## src/rtl/mem_wb_pipe.sv

```systemverilog
// MEM/WB pipeline stage: valid/ready handshake, 2-entry skid buffer, synchronous flush, write-back mux.
// Optional: define MEM_WB_PERF_EN to add the stall_cycles counter and its perf_clr input.
module mem_wb_pipe #(
   parameter int DATA_W          = 32,
   parameter int REG_AW          = 5,
   parameter int FLUSH_KEEP_SKID = 0
) (
   input  logic              clk,
   input  logic              reset,
   input  logic              in_valid,
   output logic              in_ready,
   input  logic [DATA_W-1:0] ALUResult,
   input  logic [DATA_W-1:0] mem_read,
   input  logic [REG_AW-1:0] RegDst,
   input  logic              MemtoReg,
   input  logic              RegWrite,
   input  logic              flush,
   output logic              out_valid,
   input  logic              out_ready,
   output logic [DATA_W-1:0] alu_out_wb,
   output logic [DATA_W-1:0] mem_read_out,
   output logic [DATA_W-1:0] wb_data,
   output logic [REG_AW-1:0] RegDst_out,
   output logic              MemtoReg_out,
   output logic              RegWrite_out
`ifdef MEM_WB_PERF_EN
   ,
   input  logic              perf_clr,
   output logic [31:0]       stall_cycles
`endif
);

   typedef struct packed {
      logic [DATA_W-1:0] alu;
      logic [DATA_W-1:0] mem;
      logic [REG_AW-1:0] dst;
      logic              m2r;
      logic              rw;
   } entry_t;

   entry_t main_q, skid_q, in_entry;
   logic   main_v, skid_v, ready_q;
   logic   main_v_d, skid_v_d;
   logic   load_main, load_skid, move_skid;
   logic   accept, drain;

   assign in_entry = '{alu: ALUResult, mem: mem_read, dst: RegDst, m2r: MemtoReg, rw: RegWrite};
   assign accept   = in_valid & ready_q;
   assign drain    = main_v & out_ready;

   // NOTE: every output of this block gets a default first, so no path can infer a latch.
   always_comb begin
      main_v_d  = main_v;
      skid_v_d  = skid_v;
      load_main = 1'b0;
      load_skid = 1'b0;
      move_skid = 1'b0;
      if (flush) begin
         skid_v_d = 1'b0;
         if ((FLUSH_KEEP_SKID != 0) && skid_v) begin
            main_v_d  = 1'b1;
            move_skid = 1'b1;
         end else begin
            main_v_d = 1'b0;
         end
      end else if (skid_v) begin
         if (drain) begin
            move_skid = 1'b1;
            skid_v_d  = 1'b0;
         end
      end else if (main_v) begin
         if (accept && drain) begin
            load_main = 1'b1;
         end else if (accept) begin
            load_skid = 1'b1;
            skid_v_d  = 1'b1;
         end else if (drain) begin
            main_v_d = 1'b0;
         end
      end else if (accept) begin
         load_main = 1'b1;
         main_v_d  = 1'b1;
      end
   end

   // NOTE: non-blocking assignments so every register updates from pre-edge values.
   always_ff @(posedge clk or negedge reset) begin
      if (!reset) begin
         main_v  <= 1'b0;
         skid_v  <= 1'b0;
         ready_q <= 1'b0;
         // NOTE: the data entries are reset as well so the outputs read 0, not stale data, during reset.
         main_q  <= '0;
         skid_q  <= '0;
      end else begin
         main_v  <= main_v_d;
         skid_v  <= skid_v_d;
         ready_q <= ~skid_v_d;
         if (load_main) begin
            main_q <= in_entry;
         end else if (move_skid) begin
            main_q <= skid_q;
         end
         if (load_skid) begin
            skid_q <= in_entry;
         end
      end
   end

   // in_ready is a register mirroring ~skid_v, so out_ready never reaches it combinationally.
   assign in_ready     = ready_q;
   assign out_valid    = main_v;
   assign alu_out_wb   = main_q.alu;
   assign mem_read_out = main_q.mem;
   assign RegDst_out   = main_q.dst;
   assign MemtoReg_out = main_q.m2r;
   assign RegWrite_out = main_q.rw & main_v;
   assign wb_data      = main_q.m2r ? main_q.mem : main_q.alu;

`ifdef MEM_WB_PERF_EN
   logic [31:0] stall_q;

   always_ff @(posedge clk or negedge reset) begin
      if (!reset) begin
         stall_q <= '0;
      end else if (perf_clr) begin
         stall_q <= '0;
      end else if (main_v && !out_ready && (stall_q != 32'hFFFF_FFFF)) begin
         stall_q <= stall_q + 32'd1;
      end
   end

   assign stall_cycles = stall_q;
`endif

endmodule

```

## config.mk

```make
export PLATFORM = sky130hd
export DESIGN_NAME = mem_wb_pipe
export DESIGN_NICKNAME = d
export VERILOG_FILES = /design/src/rtl/mem_wb_pipe.sv
export SDC_FILE = /design/constraint.sdc
export NUM_CORES = 1
export LEC_CHECK = 0
export BUFFER_PORTS_ARGS = -buffer_cell sky130_fd_sc_hd__buf_2
export CAP_MARGIN = 15
export CORE_MARGIN = 2
export CORE_UTILIZATION = 48
export DETAILED_ROUTE_END_ITERATION = 16
export PLACE_DENSITY = 0.86
export SYNTH_ARGS = -nofsm -noshare
export SYNTH_HDL_FRONTEND = slang
export SYNTH_SLANG_ARGS = --single-unit
```

## constraint.sdc

```tcl
create_clock -name clk -period 1.76 [get_ports clk]
set_input_delay 0 -clock clk [delete_from_list [all_inputs] [get_ports clk]]
set_output_delay 0 -clock clk [all_outputs]
set_load 0.01 [all_outputs]
```

Word-level counts from Yosys, hierarchy flattened:

Index checks and enable logic that the tools add are counted.

* equality and inequality tests: 1
* $mul: 0
* add/sub/neg operators: 0
* shift operators: 0
* muxes and demuxes: 23
* div/mod/pow operators: 0
* order comparisons: 0
* bitwise operators: 4
* reduce and logical (&&, ||, !) cells: 2

Operators by type and width (number)
* 71-bit 2-to-1 mux: 2
* 32-bit 2-to-1 mux: 1
* 1-bit 2-to-1 mux: 20
* 1-bit AND: 3
* 2-bit != test (second input constant): 1
* 2-bit nonzero test: 1
* 1-bit logical AND: 1
* 1-bit NOT: 1

* latch bits: 0
* memory bits (writable): 0
* memories: 0
* flip-flop bits (word level): 145
* bits in read-only memories: 0
* input port bits: 76
* output and inout bits: 105

Depth between registers and ports, before layout:

* depth after elaboration: 7
* gate-level depth with buffers: 7
* mapped depth without buffers: 3

Worst setup path before layout:

No wires, ideal clock.

* path kind: flip-flop to flip-flop
* from: register skid_v
* to: register skid_q[10] (netlist bit)
* stages on the path, launching flop included: 7
* required time: 1635 ps
* arrival: 1679 ps
* path slack: -44 ps
* path buffers: 3
* path through: dfrtp_1 -> nand4bb_1 -> buf_2 -> or3b_1 -> buf_6 -> buf_12 -> mux2_4

* cells in the longest elaborated chain, start to end: 2

Ends and longest elaborated chain
* start, declared: line 42 `logic main_v, skid_v, ready_q;`
* start signal, assigned: line 97 `skid_v <= skid_v_d;`
* 1-bit 2-to-1 mux: line 66 `end else if (skid_v) begin`
* 1-bit 2-to-1 mux: line 58 `if (flush) begin`
* end signal, assigned: line 105 `skid_q <= in_entry;`
* end, declared: line 41 `entry_t main_q, skid_q, in_entry;`

Every way passes these cells.
A chain may end at the register's enable or synchronous reset.

Worst setup path after layout:

* from: register skid_v
* to: register skid_q[69] (netlist bit)

Same word-level chain as after synthesis.

==> flow_summary_export.csv <==
group,metric,value,unit
floorplanning,core,14500,um^2
clock_network,cts.sinks,145,
clock_network,cts_root_buf,"clkbuf_16",
global_routing,grt-ovfl-total,0,
logic_synthesis,ys_warn_count,0,
pwr,p_switching,3.43,mW
pwr,netSwitchingFraction,0.291,
logic_synthesis,synth_fa_ha_area_frac,0,
critical_path,critPathKind,"flop to flop",
sta,period_share,1.00,
final_layout,nets,872,
logic_synthesis,synthCells,622,
floorplanning,pin_count,181,
critical_path,critPathMaxFanout,23,
logic_synthesis,synth_top_cell_area_share,0.508,
floorplanning,die_x,126,um
floorplanning,start_util,0.492,
logic_synthesis,synth_compound_area_frac,0.160,
final_layout,area_growth_syn_to_layout,27.7,%
status,violations,"setup timing",
detailed_routing,dr.pass1.iters,5,
pwr,clkPwrFrac,0.323,
placed_design,place_congestion,0.753,
pwr,vdd_drop_max,0.716,mV
clock_network,clock_path_buffers,2,
final_layout,drive_above_1_share,0.375,
sta,clock_skew,0.00909,ns
clock_network,cts_max_level,4,
clock_network,cts_tree,"done",
logic_synthesis,synth.area.top_cells,"dfrtp_1 51%, mux2_4 15%, o32ai_1 8.5%",
critical_path,arrival,2.06,ns
detailed_routing,vias,5403,
pwr,p_leak,4.67,nW
logic_synthesis,yosys.area_share.simple,0.0254,
min_path,holdPathStages,3,
critical_path,max_stage_delay,0.45,ns
sta,hold_violations,0,
logic_synthesis,synth_top_family_by_area,"compound AO/OA/AOI/OAI gates",
placed_design,hpwlAfterDp,10300,um
global_routing,grt_pass1_vias,5618,
detailed_routing,avgViaCountPerCell,5.44,
detailed_routing,ant_nets,0,
pwr,seqPwrFrac,0.411,
floorplanning,die_area,15900,um^2
logic_synthesis,netlist_area,7150,um^2
floorplanning,die_h,126,um
sta,worstMarginPinSlew,0.562,ns
min_path,min_from,"in_valid",
critical_path,crit_chain,"nand4bb_4 -> or3b_4 -> clkbuf_16 -> mux2_4",
logic_synthesis,syn_nets,698,
final_layout,num-fill-cells,1111,
final_layout,postLayoutCoreUtil,0.628,
sta,slew_violations,0,
logic_synthesis,synth-seq-area-share,0.508,
placed_design,io_buffers,180,
global_routing,grt_start_max_net_pins,73,
logic_synthesis,yosysUniqueCellTypes,27,
min_path,hold-path-endpoint,"in_ready$_DFF_PN0_",
critical_path,worstSetupStartpointType,"flop",
clock_network,cts_buffers,17,
pwr,p_comb_frac,0.266,
global_routing,antenna_found_initial,0,
min_path,holdCritPathClass,"input port to flop",
detailed_routing,remaining_drc_errors,0,
sta,worst_slack,-0.00253,ns
final_layout,most-common-layout-cells,"179 x buf_2, 144 x dfrtp_1, 75 x dlygate4sd3_1",
run,maxCapViolCount,0,
global_routing,grt_pass1_wl,29000,um
sta,setup_viol,1,
critical_path,crit_slowest_cell,"or3b_4",
logic_synthesis,yosysTopAreaCell,"dfrtp_1",
sta,slew_headroom,0.625,
critical_path,reg2reg_from,"skid_v$_DFF_PN0_",
detailed_routing,totalWireLength,18100,um
clock_network,clk_latency,0.42,ns
sta,rsz0062_at_grt,"yes",
detailed_routing,wl_per_cell,18.2,um
floorplanning,rows,44,
pwr,p_per_area,1290,nW/um^2
critical_path,r2r_slack,-0.003,ns
clock_network,clk_pin_slew,0.06,ns
logic_synthesis,postSynthAreaPerCell,11.5,um^2
sta,fin_crit,1.76,ns
critical_path,endpoint_kind,"flop",
global_routing,track_usage,0.230,
final_layout,layout_commonest_cell,"buf_2",
pwr,p_int,8.35,mW
critical_path,timing.rr.end,"skid_q[69]$_DFFE_PN0P_",
sta,clock.fmax,567,MHz
logic_synthesis,yosys-mux-area-fraction,0.155,
logic_synthesis,ys_ff_latch,145,
status,status,"finished, violations left",
final_layout,antenna_cells,0,
sta,holdWs,0.0612,ns
logic_synthesis,synth-xor-area-share,0,
critical_path,critPathRequiredTime,2.06,ns
detailed_routing,drtIter0Drc,437,
critical_path,reg2reg_depth,4,
## cells in the mapped netlist
| cell type | number |
|---|---|
| o32ai_1 | 69 |
| a31oi_1 | 1 |
| inv_1 | 71 |
| mux2_2 | 2 |
| nor2b_1 | 1 |
| buf_2 | 4 |
| and2_1 | 1 |
| buf_6 | 1 |
| buf_1 | 2 |
| buf_4 | 69 |
| or3b_1 | 1 |
| mux2i_1 | 2 |
| clkbuf_1 | 33 |
| or2_1 | 1 |
| nand4b_1 | 1 |
| nand3b_1 | 1 |
| nand4bb_1 | 1 |
| nor3_1 | 2 |
| a211o_1 | 2 |
| a21oi_1 | 72 |
| mux2_1 | 1 |
| o21ai_0 | 1 |
| dfrtp_1 | 145 |
| mux2_4 | 70 |
| buf_12 | 7 |
| o21ai_1 | 30 |
| nand2_1 | 31 |
## cell families (layout without fill, tap and decap cells)
| kind of cell | after synthesis | in the layout |
|---|---|---|
| buffers and inverters | 187 | 374 |
| AO/OA/AOI/OAI | 175 | 175 |
| flip-flops | 145 | 145 |
| AND/OR/NAND/NOR | 40 | 40 |
| multiplexers | 75 | 75 |
## routing by layer
metal	global-route usage	wire length, um
met2	0.394	9210
met1	0.282	7510
met4	0.0892	309
met5	0	0
met3	0.0535	1060
## power by group through the flow
stage	clock network, mW	logic [mW]	registers [mW]
final	3.80	3.13	4.85
after global routing	4.03	3.41	4.95
after detailed placement	0	2.97	4.83
after global placement	0	2.86	4.82
after CTS	3.86	3.09	4.82
after floorplan	0	2.41	4.66
## state kept, by name, indices dropped and copies added (netlist names)
register	flops
in_ready	1
skid_v	1
MemtoReg_out	1
mem_read_out	32
main_q	1
out_valid	1
RegDst_out	5
skid_q	71
alu_out_wb	32
## area by class of cell
class | count | area (um^2) | share of cell area
clock buffers | 22 | 464 | 0.0509
clock inverters | 10 | 158 | 0.0173
inverters | 71 | 267 | 0.0292
multi-input cells | 290 | 2460 | 0.270
flip-flops and latches | 145 | 3630 | 0.398
well taps | 184 | 230 | 0.0252
repair buffers | 271 | 1920 | 0.210
## how the worst max path moves through the flow
stage                     startpoint                endpoint  depth (start not counted)
floorplan           skid_v$_DFF_PN0_  skid_q[10]$_DFFE_PN0P_                          6
global placement    skid_v$_DFF_PN0_  skid_q[23]$_DFFE_PN0P_                          4
detailed placement  skid_v$_DFF_PN0_  skid_q[11]$_DFFE_PN0P_                          4
CTS                 skid_v$_DFF_PN0_  skid_q[54]$_DFFE_PN0P_                          4
global route        skid_v$_DFF_PN0_  skid_q[11]$_DFFE_PN0P_                          4
finish              skid_v$_DFF_PN0_  skid_q[69]$_DFFE_PN0P_                          4
## through the flow
stage | power [mW] | std cells | area (um^2) | setup TNS [ns] | setup WS [ns]
after global placement | 7.68 | 885 | 7720 | 0 | 0.0557
final | 11.8 | 993 | 9130 | -0.00253 | -0.00253
after detailed placement | 7.80 | 885 | 7720 | 0 | 0.0238
after floorplan | 7.07 | 622 | 7150 | -3.09 | -0.0441
after global routing | 12.4 | 993 | 9130 | -0.434 | -0.0291
after CTS | 11.8 | 992 | 9090 | 0 | 0.0156
## worst max-delay path, delay by kind of cell (launching register included)
kind	cells	cell delay, ns
flops	1	0.39
buf+inv	1	0.24
simple gates	2	0.67
mux	1	0.32
## timing repair
action / CTS / global route
setup buffers: 0 / 0
endpoints found under the setup margin: 0 / 47
gates resized for setup: 0 / 2
endpoints found under the hold margin: 290 / 0
hold buffers: 75 / 0
No activity file was read; power rests on OpenSTA's default activity.
